==> config.mk <==
export PLATFORM = sky130hd
export DESIGN_NAME = ysyx_lsu_flat
export DESIGN_NICKNAME = d
export VERILOG_FILES = /design/src/rtl/ysyx_lsu_if.sv /design/src/rtl/ysyx_lsu.sv /design/src/flat_wrapper.sv
export SDC_FILE = /design/constraint.sdc
export NUM_CORES = 1
export LEC_CHECK = 0
export CAP_MARGIN = 20
export CORE_ASPECT_RATIO = 1.25
export CORE_MARGIN = 10
export CORE_UTILIZATION = 45
export CTS_CLUSTER_DIAMETER = 60
export DETAILED_ROUTE_END_ITERATION = 10
export MAX_ROUTING_LAYER = met4
export PLACE_DENSITY = 0.86
export SLEW_MARGIN = 10
export SYNTH_ARGS = -nofsm -noshare
export SYNTH_HDL_FRONTEND = slang
export SYNTH_SLANG_ARGS = --single-unit
==> constraint.sdc <==
create_clock -name clk -period 3.5 [get_ports clk]
set_input_delay 0.35 -clock clk [delete_from_list [all_inputs] [get_ports clk]]
set_output_delay 0.35 -clock clk [all_outputs]
set_load 0.02 [all_outputs]
==> src/rtl/ysyx_lsu_if.sv <==
// rtl/ysyx_lsu_if.sv - AXI4-Lite data-bus bundle between the LSU (master) and memory (slave)
interface ysyx_lsu_if #(
  parameter int BIT_W = 32
);
  logic [BIT_W-1:0] araddr;
  logic             arvalid;
  logic             arready;
  logic [BIT_W-1:0] rdata;
  logic [1:0]       rresp;
  logic             rvalid;
  logic             rready;
  logic [BIT_W-1:0] awaddr;
  logic             awvalid;
  logic             awready;
  logic [BIT_W-1:0] wdata_bus;
  logic [3:0]       wstrb;
  logic             wvalid;
  logic             wready;
  logic [1:0]       bresp;
  logic             bvalid;
  logic             bready;

  modport master (
    output araddr, arvalid, rready, awaddr, awvalid, wdata_bus, wstrb, wvalid, bready,
    input  arready, rdata, rresp, rvalid, awready, wready, bresp, bvalid
  );

  modport slave (
    input  araddr, arvalid, rready, awaddr, awvalid, wdata_bus, wstrb, wvalid, bready,
    output arready, rdata, rresp, rvalid, awready, wready, bresp, bvalid
  );
endinterface

==> src/rtl/ysyx_lsu.sv <==
// rtl/ysyx_lsu.sv - load/store unit: one EXU request at a time, one AXI4-Lite beat,
// lane alignment, strobes, load extension and misalignment errors
module ysyx_lsu #(
  parameter int BIT_W = 32
) (
  input  logic             clk,
  input  logic             rst,
  input  logic             lsu_avalid,
  input  logic             ren,
  input  logic             wen,
  input  logic [BIT_W-1:0] addr,
  input  logic [BIT_W-1:0] wdata,
  input  logic [2:0]       func3,
  output logic [BIT_W-1:0] rdata_o,
  output logic             rvalid_o,
  output logic             wready_o,
  output logic             err_o,
  ysyx_lsu_if.master       bus
);

  typedef enum logic [2:0] {IDLE, RD_A, RD_D, WR_AW, WR_B, RESP} state_t;

  state_t     state;
  logic [1:0] off;
  logic [2:0] f3;
  logic       aw_done;
  logic       w_done;
  logic       misalign;
  logic       aw_ok;
  logic       w_ok;
  logic [BIT_W-1:0] shifted;
  logic [BIT_W-1:0] ext;

  assign misalign = ((func3[1:0] == 2'b01) && addr[0]) ||
                    ((func3[1:0] == 2'b10) && (addr[1:0] != 2'b00));

  // Either channel counts as done once its handshake has happened, possibly this cycle.
  assign aw_ok = aw_done || (bus.awvalid && bus.awready);
  assign w_ok  = w_done  || (bus.wvalid  && bus.wready);

  always_comb begin
    shifted = bus.rdata >> {off, 3'b000};
    case (f3[1:0])
      2'b00:   ext = {{(BIT_W-8){~f3[2] & shifted[7]}}, shifted[7:0]};
      2'b01:   ext = {{(BIT_W-16){~f3[2] & shifted[15]}}, shifted[15:0]};
      default: ext = shifted;
    endcase
  end

  always_ff @(posedge clk) begin
    if (rst) begin
      state         <= IDLE;
      off           <= 2'b00;
      f3            <= 3'b000;
      aw_done       <= 1'b0;
      w_done        <= 1'b0;
      rdata_o       <= '0;
      rvalid_o      <= 1'b0;
      wready_o      <= 1'b0;
      err_o         <= 1'b0;
      bus.araddr    <= '0;
      bus.arvalid   <= 1'b0;
      bus.rready    <= 1'b0;
      bus.awaddr    <= '0;
      bus.awvalid   <= 1'b0;
      bus.wdata_bus <= '0;
      bus.wstrb     <= 4'b0000;
      bus.wvalid    <= 1'b0;
      bus.bready    <= 1'b0;
    end else begin
      case (state)
        IDLE: begin
          if (lsu_avalid && (ren || wen)) begin
            off           <= addr[1:0];
            f3            <= func3;
            aw_done       <= 1'b0;
            w_done        <= 1'b0;
            bus.araddr    <= {addr[BIT_W-1:2], 2'b00};
            bus.awaddr    <= {addr[BIT_W-1:2], 2'b00};
            bus.wdata_bus <= wdata << {addr[1:0], 3'b000};
            case (func3[1:0])
              2'b00:   bus.wstrb <= 4'b0001 << addr[1:0];
              2'b01:   bus.wstrb <= 4'b0011 << addr[1:0];
              default: bus.wstrb <= 4'b1111;
            endcase
            if (misalign) begin
              state    <= RESP;
              err_o    <= 1'b1;
              rvalid_o <= ~wen;
              wready_o <= wen;
              if (!wen) rdata_o <= '0;
            end else if (wen) begin
              state       <= WR_AW;
              bus.awvalid <= 1'b1;
              bus.wvalid  <= 1'b1;
            end else begin
              state       <= RD_A;
              bus.arvalid <= 1'b1;
            end
          end
        end
        RD_A: begin
          if (bus.arready) begin
            bus.arvalid <= 1'b0;
            bus.rready  <= 1'b1;
            state       <= RD_D;
          end
        end
        RD_D: begin
          if (bus.rvalid) begin
            bus.rready <= 1'b0;
            rdata_o    <= ext;
            err_o      <= (bus.rresp != 2'b00);
            rvalid_o   <= 1'b1;
            state      <= RESP;
          end
        end
        WR_AW: begin
          if (bus.awvalid && bus.awready) begin
            bus.awvalid <= 1'b0;
            aw_done     <= 1'b1;
          end
          if (bus.wvalid && bus.wready) begin
            bus.wvalid <= 1'b0;
            w_done     <= 1'b1;
          end
          if (aw_ok && w_ok) begin
            bus.bready <= 1'b1;
            state      <= WR_B;
          end
        end
        WR_B: begin
          if (bus.bvalid) begin
            bus.bready <= 1'b0;
            err_o      <= (bus.bresp != 2'b00);
            wready_o   <= 1'b1;
            state      <= RESP;
          end
        end
        RESP: begin
          rvalid_o <= 1'b0;
          wready_o <= 1'b0;
          err_o    <= 1'b0;
          state    <= IDLE;
        end
        default: state <= IDLE;
      endcase
    end
  end

endmodule
==> src/flat_wrapper.sv <==
// flat-port wrapper written by rule: the top's interface ports become plain ports
module ysyx_lsu_flat 
#(
  parameter int BIT_W = 32
)
  (clk, rst, lsu_avalid, ren, wen, addr, wdata, func3, rdata_o, rvalid_o, wready_o, err_o, bus_araddr, bus_arvalid, bus_rready, bus_awaddr, bus_awvalid, bus_wdata_bus, bus_wstrb, bus_wvalid, bus_bready, bus_arready, bus_rdata, bus_rresp, bus_rvalid, bus_awready, bus_wready, bus_bresp, bus_bvalid);
  ysyx_lsu_if #(.BIT_W(BIT_W)) bus_i ();
  input  logic clk;
  input  logic rst;
  input  logic lsu_avalid;
  input  logic ren;
  input  logic wen;
  input  logic [BIT_W-1:0] addr;
  input  logic [BIT_W-1:0] wdata;
  input  logic [2:0] func3;
  output logic [BIT_W-1:0] rdata_o;
  output logic rvalid_o;
  output logic wready_o;
  output logic err_o;
  output wire logic [$bits(bus_i.araddr)-1:0] bus_araddr;
  output wire logic [$bits(bus_i.arvalid)-1:0] bus_arvalid;
  output wire logic [$bits(bus_i.rready)-1:0] bus_rready;
  output wire logic [$bits(bus_i.awaddr)-1:0] bus_awaddr;
  output wire logic [$bits(bus_i.awvalid)-1:0] bus_awvalid;
  output wire logic [$bits(bus_i.wdata_bus)-1:0] bus_wdata_bus;
  output wire logic [$bits(bus_i.wstrb)-1:0] bus_wstrb;
  output wire logic [$bits(bus_i.wvalid)-1:0] bus_wvalid;
  output wire logic [$bits(bus_i.bready)-1:0] bus_bready;
  input wire logic [$bits(bus_i.arready)-1:0] bus_arready;
  input wire logic [$bits(bus_i.rdata)-1:0] bus_rdata;
  input wire logic [$bits(bus_i.rresp)-1:0] bus_rresp;
  input wire logic [$bits(bus_i.rvalid)-1:0] bus_rvalid;
  input wire logic [$bits(bus_i.awready)-1:0] bus_awready;
  input wire logic [$bits(bus_i.wready)-1:0] bus_wready;
  input wire logic [$bits(bus_i.bresp)-1:0] bus_bresp;
  input wire logic [$bits(bus_i.bvalid)-1:0] bus_bvalid;
  assign bus_araddr = bus_i.araddr;
  assign bus_arvalid = bus_i.arvalid;
  assign bus_rready = bus_i.rready;
  assign bus_awaddr = bus_i.awaddr;
  assign bus_awvalid = bus_i.awvalid;
  assign bus_wdata_bus = bus_i.wdata_bus;
  assign bus_wstrb = bus_i.wstrb;
  assign bus_wvalid = bus_i.wvalid;
  assign bus_bready = bus_i.bready;
  assign bus_i.arready = bus_arready;
  assign bus_i.rdata = bus_rdata;
  assign bus_i.rresp = bus_rresp;
  assign bus_i.rvalid = bus_rvalid;
  assign bus_i.awready = bus_awready;
  assign bus_i.wready = bus_wready;
  assign bus_i.bresp = bus_bresp;
  assign bus_i.bvalid = bus_bvalid;
  ysyx_lsu #(.BIT_W(BIT_W)) u_core (.clk(clk), .rst(rst), .lsu_avalid(lsu_avalid), .ren(ren), .wen(wen), .addr(addr), .wdata(wdata), .func3(func3), .rdata_o(rdata_o), .rvalid_o(rvalid_o), .wready_o(wready_o), .err_o(err_o), .bus(bus_i));
endmodule
* Yosys cells after proc, flatten, opt, wreduce, memory -nomap -nowiden
Cells that the tools add are included.
** Operators by class
- Shift operators :: 4
- Bitwise gates (word level) :: 4
- Multiplexer cells :: 51
- Equality and inequality tests :: 19
- Reductions and logical operators :: 37
** Operators with widths (number)
- 32-bit 2-to-1 mux :: 4
- 32-bit case mux with 2 select lines :: 2
- 32-bit by 5-bit left shift with 32-bit output :: 1
- 32-bit by 5-bit >> shifter with 32-bit output :: 1
- 5-bit AND reduction :: 6
- 1-bit 2-to-1 mux :: 26
- 3-bit 2-to-1 mux :: 6
- 2-bit nonzero test :: 8
- 3-bit case mux with 5 select lines :: 1
- 1-bit case mux with 2 select lines :: 7
- 2-bit inequality test (second input constant) :: 6
- 3-bit AND reduction :: 4
- 2-bit by 1-bit inequality test with 1-bit output (second input constant) :: 5
- 4-bit case mux with 2 select lines :: 1
- 4-bit AND reduction :: 2
- 3-bit by 2-bit == test with 1-bit output (second input constant) :: 2
- 3-bit == test (second input constant) :: 2
- 1-bit logical AND :: 6
- 1-bit case mux with 3 select lines :: 2
- 3-bit nonzero test :: 2
- 2-bit by 1-bit == test with 1-bit output (second input constant) :: 2
- 2-bit logical NOT :: 2
- 1-bit logical OR :: 4
- 1-bit case mux with 4 select lines :: 1
- other kinds (10) :: 12
** Word-level totals
- Register bits :: 116
- Logic and storage cells :: 132
- Output and inout port bits :: 140
- Input bits :: 113

* Depth between registers and ports, before layout
Gate-level depths: netlist (run 1).
- Depth in word-level cells :: 6
- Depth in mapped cells :: 7
- Depth with buffers taken out :: 4

* Worst setup path before layout (run 1)
OpenSTA, ideal clock, no wires.
- Path kind :: register to register
- From :: register u_core.off[1]
- To :: register u_core.rdata_o[22]
- Library setup time :: 0.122 ns
- Setup slack :: 1.459 ns
- Path buffers :: 2
- Required time :: 3.378 ns
- Stages on the path, launching flop included :: 7
- Data arrival time :: 1.919 ns
- Clock period less this slack :: 2.041 ns
- Cells stage by stage :: dfxtp_1 -> clkbuf_1 -> mux2_2 -> and2_1 -> o311a_1 -> buf_2 -> a221o_1
** On the way
- Longest elaborated chain between the ends :: 5
- Elaborated cells between the ends (all ways) :: 6
- Classes of those cells :: shift (1); mux (3); bitwise (2)
** RTL lines
- from (decl) :: RTL line ysyx_lsu.sv:24 : logic [1:0] off;
- from (signal assigned) :: RTL line ysyx_lsu.sv:74 : off <= addr[1:0];
- 32-bit by 5-bit >> shifter with 32-bit output (*) :: RTL line ysyx_lsu.sv:42 : shifted = bus.rdata >> {off, 3'b000};
- 1-bit bitwise AND (on tied branches) :: RTL line ysyx_lsu.sv:45, ysyx_lsu.sv:44
- 32-bit case mux with 2 select lines (*) :: RTL line ysyx_lsu.sv:43 : case (f3[1:0])
- 32-bit 2-to-1 mux (*) :: RTL line ysyx_lsu.sv:110 : if (bus.rvalid) begin
- 32-bit case mux with 2 select lines (*) :: RTL line ysyx_lsu.sv:71 : case (state)
- to (signal assigned) :: RTL line ysyx_lsu.sv:112 : rdata_o <= ext;
- to (decl) :: RTL line ysyx_lsu.sv:14 : output logic [BIT_W-1:0] rdata_o,
Every way passes the cells marked *; elsewhere a longest branch is shown, timed or not. The select of a mux whose other input is x is not followed.
A chain may end at the register's enable or synchronous reset.

* Worst setup path after layout (run 1)
- From :: register u_core.state[0]
- To :: register u_core.aw_done
** On the way
- Longest elaborated chain between the ends :: 3
- Elaborated cells between the ends (all ways) :: 7
- Classes of those cells :: eq/ne (3); mux (1); reduce/logical (3)
** RTL lines
- from (decl) :: RTL line ysyx_lsu.sv:23 : state_t state;
- from (signal assigned) :: RTL line ysyx_lsu.sv:52 : state <= IDLE;
- from (signal assigned) :: RTL line ysyx_lsu.sv:87 : state <= RESP;
- from (signal assigned) :: RTL line ysyx_lsu.sv:93 : state <= WR_AW;
- 3-bit by 2-bit == test with 1-bit output or 3-bit logical NOT (tied branches) :: RTL line ysyx_lsu.sv:71
- 2-bit by 1-bit inequality test with 1-bit output (no source line) or 2-bit nonzero test (tied branches)
- 3-bit AND reduction (no source line)
- to (signal assigned) :: RTL line ysyx_lsu.sv:55 : aw_done <= 1'b0;
- to (signal assigned) :: RTL line ysyx_lsu.sv:76 : aw_done <= 1'b0;
- to (signal assigned) :: RTL line ysyx_lsu.sv:121 : aw_done <= 1'b1;
- to (decl) :: RTL line ysyx_lsu.sv:26 : logic aw_done;
Parallel ways exist; a longest one is shown, timed or not.

==> reports/summary.txt, run 1 <==
YS warnings -> 0
TNS Setup -> 0 ns
Hold crit path type -> in2reg
Share of layout cells above drive strength 1 -> 8.80%
Drt drc -> 0
Cells on worst reg2reg path -> 5
Status -> complete, no violations
IO Pins -> 253
Max incr delay on CP -> 0.68 ns
Setup Buffers After CTS -> 0
CP delay by family, top -> simple AND/OR/NAND/NOR gates
Synth cell count leaders -> nand2_1, dfxtp_1, a21oi_1
Number of flops mapped to enable cells by yosys -> 0
Buf/Inv on CP -> 1
Largest net degree at the start of global routing -> 64
Die area -> 0.0170 mm²
Final min period -> 2.63 ns
Crit path cell chain -> or4b_4 > or2_2 > buf_4 > a32oi_1 > nor2_1
Pwr per Cell Area -> 670 mW/mm²
Post-route ant nets -> 0
Largest vdd supply drop -> 0.375 mV
Clock Sinks -> 116
RSZ-0062 raised after global routing -> no
Via density -> 5.49
Largest cells by area after synthesis -> dfxtp_1, nand2_1, a21oi_1
Slowest-stage cell, CP -> or2_2
CP Launch Type -> register
Final cycle utilization of the critical path -> 75.0%
Area Overhead vs Synth -> 53.1%
Fin. max-slew vios -> 0
Reg-to-Reg End -> u_core.aw_done$_SDFFE_PP0P_
Clock tree buffer depth -> 2
Critical Path RT -> 3.76 ns
Die height -> 143 µm
Synth async-reset ratio -> 0%
Global-route usage over all layers -> 23.4%
Vias -> 5506
Final wirelength -> 20300 µm
Htree depth -> 4
Antenna violations before repair -> 1
Syn avg cell area -> 8.61 µm²
Clk Latency, worst-skew pair -> 0.41 ns
GR Overflow Total -> 0
CTS tree -> built
WHS -> 0.402 ns
Critical path arrival -> 2.89 ns
Most frequent cell after synthesis -> nand2_1
Crit Path Class -> reg2reg
Worst-path clk slew -> 0.05 ns
Final hold vios -> 0
Primary FF master, synth -> dfxtp_1
Final WS setup -> 0.874 ns
Worst-path maximum fanout -> 56
Hold EP -> u_core.w_done$_SDFFE_PP0P_
Vias in the first global route -> 5725
Critical Path End Type -> register
Synth Instances -> 635
Max_cap viols -> 0
Total power -> 5610 µW
Root Driver -> clkbuf_16
Wire per inst -> 20.2 µm
Cell variety after synth -> 50
Reg2Reg Launch Point -> u_core.state[0]$_SDFFE_PP0P_
Slew @ Worst Pin -> 1.04 ns
Leakage -> 0.00305 µW
Final net count -> 942
Post-synthesis cell area -> 0.00547 mm²
GPL Wtd Cong -> 0.925
PostCTS Resize Cnt -> 0
Post-Place Worst Slack -> 0.677 ns
Area leader, netlist -> dfxtp_1
First-pass detailed-route iteration total -> 5
FF-to-FF setup slack -> 0.87 ns
Seq/Total Area, Yosys -> 42.5%
Global-route wire length before repair -> 31200 µm
Core area -> 0.0118 mm²
Slew margin rel. -> 30.6%
Number of synthesized register bits -> 116
Worst clock skew -> 0.00919 ns
First DRT Iteration DRCs -> 316
Hold path depth -> 2
Initial Utilization -> 46.4%
Die Width -> 119 µm
Hpwl dp -> 15200 µm
Num CTS Buffers -> 17
Hold Startpoint -> rst
Rows -> 44
Share of the synthesized area in the top cell type -> 42.5%
# setup viols final -> 0
Fmax -> 0.381 GHz
CTS Hold Bufs -> 0
Port Buffers -> 248
==> registers in the layout, indices dropped and copies added, names as in the netlist, 2 cells and up <==
name	flops
u_core.rdata_o	32
u_core.bus.wdata_bus	32
u_core.bus.wstrb	4
u_core.state	3
u_core.bus.araddr	30
u_core.off	2
u_core.f3	3
==> per-layer routing <==
| metal | share of wire, % | vias to the layer above | global-route usage (%) |
|---|---|---|---|
| met5 | 0 | - | - |
| met3 | 8.1 | 30 | 8.28 |
| met1 | 39 | 2606 | 24.9 |
| li1 | - | 2608 | - |
| met2 | 51 | 262 | 39.8 |
| met4 | 2.0 | 0 | 7.98 |
==> power by group <==
group          switching (µW)  internal [µW]  total, µW
Sequential                209           1560       1770
Clock                     590           1170       1760
Combinational            1150            936       2090
==> area by class of cell <==
class                           count  area [µm²]
Fill cell                         914        3410
Multi-Input combinational cell    428        2650
Timing Repair Buffer              260        2570
Sequential cell                   116        2320
Clock buffer                       22         474
Tap cell                          161         201
Clock inverter                      9         128
Inverter                            6        22.5
Antenna cell                        1        2.50
==> cells in the final DEF (no fill, tap or decap), types with 3 or more instances in the layout <==
cell type and instances:
clkdlybuf4s50_1 247, nor2_1 23, or3_1 8, dfxtp_1 116
nor3b_1 4, a221oi_1 8, o21ai_0 13, mux2_2 25
mux2i_1 20, nor2b_1 13, a21oi_1 70, clkbuf_8 3
a2bb2oi_1 8, a32o_1 7, o211ai_1 10, a31oi_1 3
nand2_1 118, clkinv_2 3, nand3_1 10, buf_4 12
clkbuf_16 17, nor3_1 15, a221o_1 17, a22o_1 9
clkinvlp_4 3, inv_1 6, a211o_1 8, conb_1 4
nand2b_1 7, bufinv_16 3
==> stage by stage <==
step,utilization [%],instances,area (µm²)
after floorplan,-,638,5480
after global placement,65.9,971,7770
after detailed placement,65.9,971,7770
after CTS,71.0,1002,8370
after global routing,71.1,1003,8370
final,71.1,1003,8370
==> cell families (layout without fill, tap and decap cells) <==
logic type | after synthesis | after routing | share of synthesized area (%)
XOR/XNOR | 2 | 2 | 0.320
other | 1 | 5 | 0.0686
AND/OR/NAND/NOR | 210 | 210 | 17.5
buffers and inverters | 94 | 297 | 9.36
multiplexers | 46 | 46 | 9.22
AO/OA/AOI/OAI | 166 | 166 | 21.1
flip-flops | 116 | 116 | 42.5
==> worst max-delay path by stage <==
stage / startpoint / end / slack (ns) / cells past startpoint
after detailed placement: wen / u_core.bus.araddr[22]$_SDFFE_PP0P_ / 0.68 / 6
final: u_core.state[0]$_SDFFE_PP0P_ / u_core.aw_done$_SDFFE_PP0P_ / 0.87 / 5
after floorplan: u_core.off[1]$_SDFFE_PP0P_ / u_core.rdata_o[22]$_SDFFE_PP0P_ / 1.46 / 6
after global placement: lsu_avalid / u_core.aw_done$_SDFFE_PP0P_ / 0.74 / 6
after CTS: u_core.state[0]$_SDFFE_PP0P_ / u_core.aw_done$_SDFFE_PP0P_ / 0.94 / 5
after global routing: u_core.state[0]$_SDFFE_PP0P_ / u_core.aw_done$_SDFFE_PP0P_ / 0.74 / 5
No activity file was read; power rests on OpenSTA's default activity.
==> inputs of run 2 (changes only) <==
CORE_UTILIZATION = 38   (was 45)
PLACE_DENSITY = 0.78   (was 0.86)
clock period = 2.4 ns   (was 3.5 ns; I/O delays follow)
==> run 2 against run 1 <==
Global-route usage down 3.5 points. Register-to-register slack worse by 0.60 ns. Die area up 15%. Clock power up 44%. Cell count up 3.0%. Worst hold slack worse by 0.21 ns. Core utilization down 9.5 points. Clock skew down 0.0018 ns. Total power up 48%. Combinational power up 56%. Critical path type unchanged.
==> reports/summary.txt, run 2 (synthesis gave the netlist of run 1 again) <==
Area Overhead vs Synth -> 56.8% (was 53.1%)
Largest vdd supply drop -> 0.521 mV (was 0.375 mV)
Clk Latency, worst-skew pair -> 0.42 ns (was 0.41 ns)
Status -> complete, no violations (unchanged)
Crit path cell chain -> buf_4 > mux2i_1 > nor3_1 > o311a_1 > a221o_1 (was or4b_4 > or2_2 > buf_4 > a32oi_1 > nor2_1)
Wire per inst -> 19.0 µm (was 20.2 µm)
WHS -> 0.192 ns (was 0.402 ns)
GPL Wtd Cong -> 0.858 (was 0.925)
Rows -> 48 (was 44)
Num CTS Buffers -> 17 (unchanged)
Sw frac -> 34.2% (was 34.8%)
CP delay by family, top -> compound AO/OA/AOI/OAI gates (was simple AND/OR/NAND/NOR gates)
Slew margin rel. -> 49.9% (was 30.6%)
Root Driver -> clkbuf_16 (unchanged)
Pwr per Cell Area -> 970 mW/mm² (was 670 mW/mm²)
Switching power -> 2850 µW (was 1950 µW)
Vias in the first global route -> 5471 (was 5725)
Hold path depth -> 2 (unchanged)
Buf/Inv on CP -> 1 (unchanged)
Crit Path Class -> reg2reg (unchanged)
Worst-path maximum fanout -> 23 (was 56)
Largest net degree at the start of global routing -> 54 (was 64)
Final net count -> 958 (was 942)
TNS Setup -> 0 ns (unchanged)
CTS tree -> built (unchanged)
Max_cap viols -> 0 (unchanged)
Port Buffers -> 248 (unchanged)
Final cycle utilization of the critical path -> 88.5% (was 75.0%)
Global-route wire length before repair -> 30700 µm (was 31200 µm)
Htree depth -> 4 (unchanged)
Critical Path End Type -> register (unchanged)
Inserted Diodes -> 0 (was 1)
FF-to-FF setup slack -> 0.28 ns (was 0.87 ns)
Final hold vios -> 0 (unchanged)
Critical path arrival -> 2.42 ns (was 2.89 ns)
CP Launch Type -> register (unchanged)
Cells on worst reg2reg path -> 5 (unchanged)
Part of the power in combinational logic -> 39.3% (was 37.2%)
Reg power frac -> 30.1% (was 31.5%)
Fin. max-slew vios -> 0 (unchanged)
RSZ-0062 raised after global routing -> no (unchanged)
Clock share of power -> 30.6% (was 31.3%)
Via density -> 5.24 (was 5.49)
Leakage -> 0.00316 µW (was 0.00305 µW)
Int Power -> 5470 µW (was 3660 µW)
Global-route usage over all layers -> 19.9% (was 23.4%)
# setup viols final -> 0 (unchanged)
Final min period -> 2.12 ns (was 2.63 ns)
Reg-to-Reg End -> u_core.rdata_o[18]$_SDFFE_PP0P_ (was u_core.aw_done$_SDFFE_PP0P_)
Most frequent cells in the layout -> clkdlybuf4s50_1, nand2_1, dfxtp_1 (unchanged)
Hold EP -> u_core.f3[0]$_SDFFE_PP0P_ (was u_core.w_done$_SDFFE_PP0P_)
Die height -> 154 µm (was 143 µm)
Largest registers -> u_core.bus.wdata_bus x32, u_core.rdata_o x32, u_core.bus.araddr x30 (unchanged)
PostCTS Resize Cnt -> 0 (unchanged)
Setup Buffers After CTS -> 0 (unchanged)
Most common cell after layout, fill and taps aside -> clkdlybuf4s50_1 (unchanged)
Slew @ Worst Pin -> 0.749 ns (was 1.04 ns)
Drt drc -> 0 (unchanged)
Core area -> 0.0139 mm² (was 0.0118 mm²)
Slowest-stage cell, CP -> o311a_1 (was or2_2)
GR Overflow Total -> 0 (unchanged)
Hold crit path type -> in2reg (unchanged)
Die area -> 0.0196 mm² (was 0.0170 mm²)
Clock Sinks -> 116 (unchanged)
Initial Utilization -> 39.2% (was 46.4%)
Fmax -> 0.471 GHz (was 0.381 GHz)
First-pass detailed-route iteration total -> 5 (unchanged)
Die Width -> 127 µm (was 119 µm)
Vias -> 5415 (was 5506)
Total power -> 8310 µW (was 5610 µW)
Worst clock skew -> 0.00741 ns (was 0.00919 ns)
Reg2Reg Launch Point -> u_core.off[1]$_SDFFE_PP0P_ (was u_core.state[0]$_SDFFE_PP0P_)
IO Pins -> 253 (unchanged)
Max incr delay on CP -> 0.57 ns (was 0.68 ns)
Worst-path clk slew -> 0.05 ns (about the same)
Final wirelength -> 19700 µm (was 20300 µm)
Hpwl dp -> 14800 µm (was 15200 µm)
Hold Startpoint -> rst (unchanged)
First DRT Iteration DRCs -> 423 (was 316)
CTS Hold Bufs -> 0 (unchanged)
Share of layout cells above drive strength 1 -> 10.4% (was 8.80%)
Antenna violations before repair -> 0 (was 1)
Post-route ant nets -> 0 (unchanged)
Clock tree buffer depth -> 2 (unchanged)
Critical Path RT -> 2.69 ns (was 3.76 ns)
==> run 2: final cells by class <==
class                   instances  area (µm²)
clock buffers                  22         464
clock inverters                10         130
fillers                      1183        5360
inverters                       6        22.5
multi-input cells             428        2650
flip-flops and latches        116        2320
well taps                     175         219
repair buffers                276        2760
==> run 2: worst max-delay path by stage <==
| stage | depth (start not counted) | endpoint | from | slack, ns |
|---|---|---|---|---|
| after floorplan | 6 | u_core.rdata_o[22]$_SDFFE_PP0P_ | u_core.off[1]$_SDFFE_PP0P_ | 0.36 |
| after global placement | 6 | u_core.bus.wdata_bus[8]$_SDFFE_PP0P_ | lsu_avalid | 0.08 |
| after detailed placement | 6 | u_core.bus.wdata_bus[8]$_SDFFE_PP0P_ | lsu_avalid | 0.05 |
| after CTS | 5 | u_core.rdata_o[18]$_SDFFE_PP0P_ | u_core.off[1]$_SDFFE_PP0P_ | 0.27 |
| after global routing | 5 | u_core.rdata_o[18]$_SDFFE_PP0P_ | u_core.off[1]$_SDFFE_PP0P_ | 0.09 |
| final | 5 | u_core.rdata_o[18]$_SDFFE_PP0P_ | u_core.off[1]$_SDFFE_PP0P_ | 0.28 |
==> run 2: metrics by stage <==
stage          setup WS (ns)  util [%]  std cells  cell area (µm²)
6_report               0.275      61.5       1033             8570
5_1_grt               0.0919      61.5       1033             8570
4_1_cts                0.270      61.5       1033             8570
3_5_place_dp          0.0497      57.3       1001             7980
3_3_place_gp          0.0776      57.3       1001             7980
2_1_floorplan          0.359         -        638             5480
==> run 2: power by group through the flow <==
stage	combinational (µW)	sequential, µW	clock [µW]
after CTS	3290	2510	2580
after detailed placement	3270	2540	0
final	3270	2510	2540
after global placement	3240	2530	0
after global routing	3520	2550	2670
after floorplan	1540	2860	0
==> run 2: worst register-to-register path, delay by kind of cell, from the launching register on <==
family	cells	cell delay, ns
and+or+nand+nor	1	0.06
muxes	1	0.24
DFF	1	0.43
AOI/OAI and AO/OA	2	0.93
buffers and inverters	1	0.35
==> run 2: metal layers <==
| metal | GRT usage (%) | vias to the layer above | share of wire [%] | routed length (µm) |
|---|---|---|---|---|
| met2 | 32.1 | 220 | 49 | 9660 |
| li1 | - | 2651 | - | - |
| met3 | 7.74 | 20 | 9.5 | 1870 |
| met5 | - | - | 0 | 0 |
| met1 | 22.2 | 2524 | 40 | 7890 |
| met4 | 5.92 | 0 | 1.3 | 253 |
